`src/rtl/vga_sync_timing.sv`:
```
`default_nettype none
// ============================================================================
// Module      : vga_sync_timing
// Description : VGA raster timing generator with column/row phase FSMs,
//               registered sync pulses, active flags, coordinates and a
//               frame-start strobe.
// Revision    : 1.0 - initial release
// ============================================================================
module vga_sync_timing #(
    parameter int H_ACTIVE = 640,
    parameter int H_FP     = 16,
    parameter int H_SYNC   = 96,
    parameter int H_BP     = 48,
    parameter int V_ACTIVE = 480,
    parameter int V_FP     = 10,
    parameter int V_SYNC   = 2,
    parameter int V_BP     = 33,
    parameter int SYNC_POL = 0,
    parameter int CW       = 10
) (
    input  logic          CLK,
    input  logic          i_Rst,
    input  logic          i_Enable,
    output logic          o_HSync_Active,
    output logic          o_VSync_Active,
    output logic          o_HSync,
    output logic          o_VSync,
    output logic [CW-1:0] o_Col_Count,
    output logic [CW-1:0] o_Row_Count,
    output logic          o_Frame_Start
);

    localparam int c_H_TOTAL = H_ACTIVE + H_FP + H_SYNC + H_BP;
    localparam int c_V_TOTAL = V_ACTIVE + V_FP + V_SYNC + V_BP;

    localparam logic [CW-1:0] c_H_LAST       = CW'(c_H_TOTAL - 1);
    localparam logic [CW-1:0] c_H_FP_START   = CW'(H_ACTIVE);
    localparam logic [CW-1:0] c_H_SYNC_START = CW'(H_ACTIVE + H_FP);
    localparam logic [CW-1:0] c_H_BP_START   = CW'(H_ACTIVE + H_FP + H_SYNC);

    localparam logic [CW-1:0] c_V_LAST       = CW'(c_V_TOTAL - 1);
    localparam logic [CW-1:0] c_V_FP_START   = CW'(V_ACTIVE);
    localparam logic [CW-1:0] c_V_SYNC_START = CW'(V_ACTIVE + V_FP);
    localparam logic [CW-1:0] c_V_BP_START   = CW'(V_ACTIVE + V_FP + V_SYNC);

    localparam logic c_SYNC_ON  = 1'(SYNC_POL);
    localparam logic c_SYNC_OFF = ~c_SYNC_ON;

    localparam logic [1:0] c_ST_ACTIVE = 2'd0;
    localparam logic [1:0] c_ST_FRONT  = 2'd1;
    localparam logic [1:0] c_ST_SYNC   = 2'd2;
    localparam logic [1:0] c_ST_BACK   = 2'd3;

    logic [CW-1:0] r_col_q, w_col_d;
    logic [CW-1:0] r_row_q, w_row_d;
    logic [1:0]    r_h_state_q, w_h_state_d;
    logic [1:0]    r_v_state_q, w_v_state_d;
    logic          r_h_act_q, w_h_act_d;
    logic          r_v_act_q, w_v_act_d;
    logic          r_hsync_q, w_hsync_d;
    logic          r_vsync_q, w_vsync_d;
    logic          r_frame_q, w_frame_d;
    logic          w_col_wrap;

    // Phase advances when the upcoming count lands exactly on the next boundary.
    function automatic logic [1:0] f_phase_next(
        input logic [1:0]    state,
        input logic [CW-1:0] cnt,
        input logic [CW-1:0] fp_start,
        input logic [CW-1:0] sync_start,
        input logic [CW-1:0] bp_start
    );
        logic [1:0] nxt;
        nxt = state;
        case (state)
            c_ST_ACTIVE: if (cnt == fp_start)   nxt = c_ST_FRONT;
            c_ST_FRONT:  if (cnt == sync_start) nxt = c_ST_SYNC;
            c_ST_SYNC:   if (cnt == bp_start)   nxt = c_ST_BACK;
            default:     if (cnt == '0)         nxt = c_ST_ACTIVE;
        endcase
        return nxt;
    endfunction

    always_comb begin
        w_col_d     = r_col_q;
        w_row_d     = r_row_q;
        w_h_state_d = r_h_state_q;
        w_v_state_d = r_v_state_q;
        w_h_act_d   = r_h_act_q;
        w_v_act_d   = r_v_act_q;
        w_hsync_d   = r_hsync_q;
        w_vsync_d   = r_vsync_q;
        w_frame_d   = r_frame_q;
        w_col_wrap  = (r_col_q == c_H_LAST);

        if (i_Enable) begin
            w_col_d     = w_col_wrap ? '0 : r_col_q + CW'(1);
            w_h_state_d = f_phase_next(r_h_state_q, w_col_d, c_H_FP_START,
                                       c_H_SYNC_START, c_H_BP_START);
            if (w_col_wrap) begin
                w_row_d     = (r_row_q == c_V_LAST) ? '0 : r_row_q + CW'(1);
                w_v_state_d = f_phase_next(r_v_state_q, w_row_d, c_V_FP_START,
                                           c_V_SYNC_START, c_V_BP_START);
            end
            // Outputs are decoded from the next state so they align with the counters.
            w_h_act_d = (w_h_state_d == c_ST_ACTIVE);
            w_v_act_d = (w_v_state_d == c_ST_ACTIVE);
            w_hsync_d = (w_h_state_d == c_ST_SYNC) ? c_SYNC_ON : c_SYNC_OFF;
            w_vsync_d = (w_v_state_d == c_ST_SYNC) ? c_SYNC_ON : c_SYNC_OFF;
            w_frame_d = (w_col_d == '0) && (w_row_d == '0);
        end
    end

    always_ff @(posedge CLK) begin
        if (i_Rst) begin
            r_col_q     <= c_H_LAST;
            r_row_q     <= c_V_LAST;
            r_h_state_q <= c_ST_BACK;
            r_v_state_q <= c_ST_BACK;
            r_h_act_q   <= 1'b0;
            r_v_act_q   <= 1'b0;
            r_hsync_q   <= c_SYNC_OFF;
            r_vsync_q   <= c_SYNC_OFF;
            r_frame_q   <= 1'b0;
        end else begin
            r_col_q     <= w_col_d;
            r_row_q     <= w_row_d;
            r_h_state_q <= w_h_state_d;
            r_v_state_q <= w_v_state_d;
            r_h_act_q   <= w_h_act_d;
            r_v_act_q   <= w_v_act_d;
            r_hsync_q   <= w_hsync_d;
            r_vsync_q   <= w_vsync_d;
            r_frame_q   <= w_frame_d;
        end
    end

    assign o_HSync_Active = r_h_act_q;
    assign o_VSync_Active = r_v_act_q;
    assign o_HSync        = r_hsync_q;
    assign o_VSync        = r_vsync_q;
    assign o_Col_Count    = r_col_q;
    assign o_Row_Count    = r_row_q;
    assign o_Frame_Start  = r_frame_q;

endmodule
`default_nettype wire

```
`config.mk`:
```
export PLATFORM = sky130hd
export DESIGN_NAME = vga_sync_timing
export DESIGN_NICKNAME = d
export VERILOG_FILES = /design/src/rtl/vga_sync_timing.sv
export SDC_FILE = /design/constraint.sdc
export NUM_CORES = 1
export LEC_CHECK = 0
export ABC_CLOCK_PERIOD_IN_PS = 7850
export CORE_ASPECT_RATIO = 0.8
export CORE_MARGIN = 1
export CORE_UTILIZATION = 45
export DETAILED_ROUTE_END_ITERATION = 6
export PLACE_DENSITY_LB_ADDON = 0.2
export SLEW_MARGIN = 20
export SYNTH_ARGS = -nofsm -noshare
export SYNTH_HDL_FRONTEND = slang
export SYNTH_SLANG_ARGS = --single-unit
```
`constraint.sdc`:
```
create_clock -name CLK -period 7.85 [get_ports CLK]
set_input_delay 1.57 -clock CLK [delete_from_list [all_inputs] [get_ports CLK]]
set_output_delay 1.57 -clock CLK [all_outputs]
set_load 0.02 [all_outputs]
```
==> results.txt <==
----------------------------------------------------
[Finish]
  Fraction of final layout cells sized beyond drive strength 1 ... a little over 6%
  Number of fill cells ... 428
  Area growth from synthesis to final layout ... 16.11%
  Net count of the finished layout ... 297
  Cell area after layout ... 0.002407 mm2
  Final antenna diode count ... 0

[Pwr]
  Total power density per cell area ... 201.7 mW/mm2
  Switching part of the total ... between 30% and 40%
  LEAKAGE ... 0.8700 nW
  Proportion of power drawn by combinational gates ... 35.7%
  Power spent charging and discharging nets ... 0.0001914 W
  Share of power burned in registers ... about two fifths
  Peak supply drop ... roughly 110 uV
  Clock Power Share ... 26.1%
  Cell-internal power ... 0.0002940 W

[Critical path]
  Crit path buf inv count ... 2
  Peak fanout along the critical path ... 15
  Kind of cell with the highest combined delay on the critical path ... buffers and inverters
  Worst EP required ... 8.05 ns
  Data arrival time of the critical path ... 3.80 ns
  Cell with the biggest individual delay on the critical path ... sky130_fd_sc_hd__clkdlybuf4s50_1
  Class of the most critical setup path ... in -> reg
  Setup crit end kind ... flop
  Sort of element at the start of the critical path ... input pin
  Longest individual stage delay on the worst path ... around 0.85 ns
  CP Cell Sequence ... clkdlybuf4s50_1 > inv_1 > nor2_1 > nand3_1 > or3_1 > a21oi_1

[STA]
  Transition time at the pin with the least slew margin ... roughly 0.8 ns
  Number of slew-limit violations in the final report ... 0
  Total negative setup slack ... 0 ns
  Setup repair after global routing missed its margin ... false
  Shortest clock period the worst path allows after layout ... 3.600 ns
  Timing-limited maximum frequency ... ~0.28 GHz
  Share of the clock period used by the worst path ... 45.86%
  Relative slew margins ... roughly 47%
  Number of setup violations in the final report ... 0
  Clock Skews ... 0.007913 ns
  Smallest hold slack ... 0.4522 ns
  Hold Vio Cnt, Final ... 0

[Route]
  M1 wire length ... 2896 um
  Antenna viol nets, final ... 0
  Via count ... 2143
  Total detailed-routing wirelength ... 5546 um
  Post-route DRC ... 0
  DR pass1 iterations ... 5
  WL/cell ... 15.89 um
  Uppermost metal layer occupied by signal nets ... met4
  Met2 wirelength from detailed routing ... roughly 2200 um
  Average via count per standard cell ... 6.140
  Met3 Routed Length ... 376 um
  Iteration-0 DRC count of the detailed router ... 166

[Synthesis]
  Count leader, synth ... sky130_fd_sc_hd__dfxtp_1
  Sequential share of the synthesized area ... 28.00%
  Number of enable-type register cells in the synthesized netlist ... 0
  Multiplexer fraction of the synthesized cell area ... less than 1%
  Dominant combinational cell family by area after synthesis ... simple AND/OR/NAND/NOR gates
  Netlist area before placement ... 0.002073 mm2
  Complex-gate fraction of the synthesized area ... between 20 and 30%
  Area share of the largest cell type after synthesis ... 28.00%
  Post-synth top flop ... sky130_fd_sc_hd__dfxtp_1
  Synth warn ... 0
  Distinct cell type count of the synthesized netlist ... 59
  Synth Area in Adders ... 1.811%
  Dominant cell type by area after synthesis ... sky130_fd_sc_hd__dfxtp_1
  Share of synthesized cell area in and, or, nand and nor gates ... 31.56%
  Synth top cells by count ... 29 x sky130_fd_sc_hd__dfxtp_1, 27 x sky130_fd_sc_hd__nor2_1, 21 x sky130_fd_sc_hd__clkbuf_1, 21 x sky130_fd_sc_hd__nand2_1, 18 x sky130_fd_sc_hd__nand3_1
  Synthesized instance count ... 281
  Nets in the synthesized netlist ... 287
  Cell types occupying the most area after synthesis ... sky130_fd_sc_hd__dfxtp_1 28%, sky130_fd_sc_hd__nor2_1 4.9%, sky130_fd_sc_hd__nand3_1 4.3%, sky130_fd_sc_hd__a21oi_1 3.9%, sky130_fd_sc_hd__o21ai_0 3.9%
  Mapped Avg Cell Area ... 7.378 um2
  Share of flip-flops with an asynchronous set or reset after synthesis ... 0%
  Xor/xnor share of the synthesized area ... 6.337%
  Flip-flop and latch count after synthesis ... 29

[Place]
  Placed standard-cell area ... 0.002321 mm2
  GPL Wtd Cong ... 0.9290
  Estimated wirelength of the detail-placed design ... 3822 um
  Number of buffers added on ports ... 27

[Floorplanning]
  Die Outline Area ... 0.004884 mm2
  FP Rows ... 21
  Vert. Die Dim ... 62.71 um
  I/O pin total ... 28
  Initial cell density of the core ... 48.11%
  Die width ... 77.89 um
  Placeable core region ... 0.004309 mm2

[Global routing]
  Tot GR Track Use ... around 24%
  Largest net degree at the start of global routing ... 21
  Global-route wire length before repair ... 9197 um
  Number of antenna violations at the first check in global routing ... 0
  Via count of the first global-routing pass ... 1815
  Total congestion overflow ... 0

[Clocking]
  Count of instances resized after the clock tree is built ... 0
  Worst-case clock buffer depth ... 2
  # Post-CTS Setup Buffers ... 0
  Insertion delay of the later-clocked pin in the worst-skew pair ... 0.29 ns
  Number of hold buffers added after CTS ... 0
  TritonCTS sink count ... 29
  Number of H-tree levels ... 2
  Clock-pin slew of the registers on the worst-case setup and hold paths ... ~0.070 ns
  TritonCTS buffer count ... 5
  Clock root cell ... sky130_fd_sc_hd__clkbuf_8
  CTS tree ... done

[Run]
  # Max-Cap Violations ... 0

[Run status]
  Run status ... complete, no violations

[Hold path]
  Class of the tightest hold or removal check ... reg -> reg

----------------------------------------------------
registers in the layout, summed over array words and instances (netlist names):
signal and count:
o_HSync_Active 1, o_Col_Count 10, o_VSync_Active 1, o_Row_Count 10, r_v_state_q 2, r_h_state_q 2
o_VSync 1, o_Frame_Start 1, o_HSync 1
power by group through the flow:
stage	combinational, W	sequential (W)	clock, W
4_1_cts	0.000172	0.000185	0.000129
3_3_place_gp	0.000170	0.000188	0
2_1_floorplan	0.000125	0.000187	0
3_5_place_dp	0.000170	0.000188	0
5_1_grt	0.000192	0.000189	0.000134
6_report	0.000173	0.000185	0.000127
worst register-to-register path: cells and delay by family, from the launching register on:
family	cells	cell delay (ns)
simple gates	4	1.16
compound gates	3	0.48
fa+ha+maj	1	0.53
flops	1	0.63
cells by family after synthesis:
group / after synthesis
xor+xnor: 15
fa+ha+maj: 3
flops: 29
simple gates: 123
compound gates: 77
mux: 1
buf+inv: 33
cell usage in the layout (no fill, tap or decap), types with 2 or more instances in the layout:
cell                               n
sky130_fd_sc_hd__nand4b_1          2
sky130_fd_sc_hd__ha_1              3
sky130_fd_sc_hd__a41oi_1           2
sky130_fd_sc_hd__o2bb2ai_1         2
sky130_fd_sc_hd__a21o_1            4
sky130_fd_sc_hd__inv_1             8
sky130_fd_sc_hd__nor4_1            5
sky130_fd_sc_hd__a211o_1           2
sky130_fd_sc_hd__o211ai_1          3
sky130_fd_sc_hd__o21ai_0          16
sky130_fd_sc_hd__clkbuf_8          5
sky130_fd_sc_hd__xor2_1            7
sky130_fd_sc_hd__nand4_1           4
sky130_fd_sc_hd__nand2_1          21
sky130_fd_sc_hd__or2_2             2
sky130_fd_sc_hd__clkinv_2          2
sky130_fd_sc_hd__xnor2_1           8
sky130_fd_sc_hd__a31oi_1           5
sky130_fd_sc_hd__and3_1            5
sky130_fd_sc_hd__a221o_1           2
sky130_fd_sc_hd__a21boi_0          2
sky130_fd_sc_hd__clkdlybuf4s50_1  27
sky130_fd_sc_hd__o31ai_1           6
sky130_fd_sc_hd__nor3_1           10
sky130_fd_sc_hd__nand2b_1          6
sky130_fd_sc_hd__a2bb2oi_1         2
sky130_fd_sc_hd__nor2_1           27
sky130_fd_sc_hd__or4_1             4
sky130_fd_sc_hd__a21oi_1          16
sky130_fd_sc_hd__nand3_1          18
sky130_fd_sc_hd__dfxtp_1          29
sky130_fd_sc_hd__and2_1            5
sky130_fd_sc_hd__nor4_2            2
sky130_fd_sc_hd__or3_1             4
path summary, 6_finish.rpt:
| check | cells after the start | end | slack (ns) | start |
|---|---|---|---|---|
| setup / recovery | 6 | o_Row_Count[5] | 4.25 | i_Enable |
| hold / removal | 2 | o_VSync_Active | 0.45 | o_VSync_Active |
| setup reg to reg | 8 | o_VSync | 4.94 | o_Row_Count[1] |
| hold reg to reg | 2 | o_VSync_Active | 0.45 | o_VSync_Active |
metrics by stage:
step | instances | power [W] | utilization, % | setup WS, ns
2_1_floorplan | 281 | 0.0003120 | - | 5.154
3_3_place_gp | 341 | 0.0003574 | 53.86 | 4.094
3_5_place_dp | 341 | 0.0003585 | 53.86 | 4.011
4_1_cts | 349 | 0.0004849 | 55.87 | 4.296
5_1_grt | 349 | 0.0005147 | 55.87 | 4.049
6_report | 349 | 0.0004855 | 55.87 | 4.250
routing by layer:
| layer | vias up | GRT usage (%) |
|---|---|---|
| met5 | - | 0 |
| met2 | 74 | 31.64 |
| met1 | 1013 | 38.09 |
| met3 | 6 | 4.088 |
| li1 | 1050 | - |
| met4 | 0 | 8.333 |
final cells by class:
cell class	instances	area [um2]	share of cell area (%)
repair buffers	28	277.8	11.54
multi-input cells	219	1361	56.55
well taps	57	71.32	2.963
clock buffers	5	68.82	2.859
flip-flops and latches	29	580.6	24.12
clock inverters	3	17.52	0.7277
inverters	8	30.03	1.247
Power figures use the tool's default switching activity.
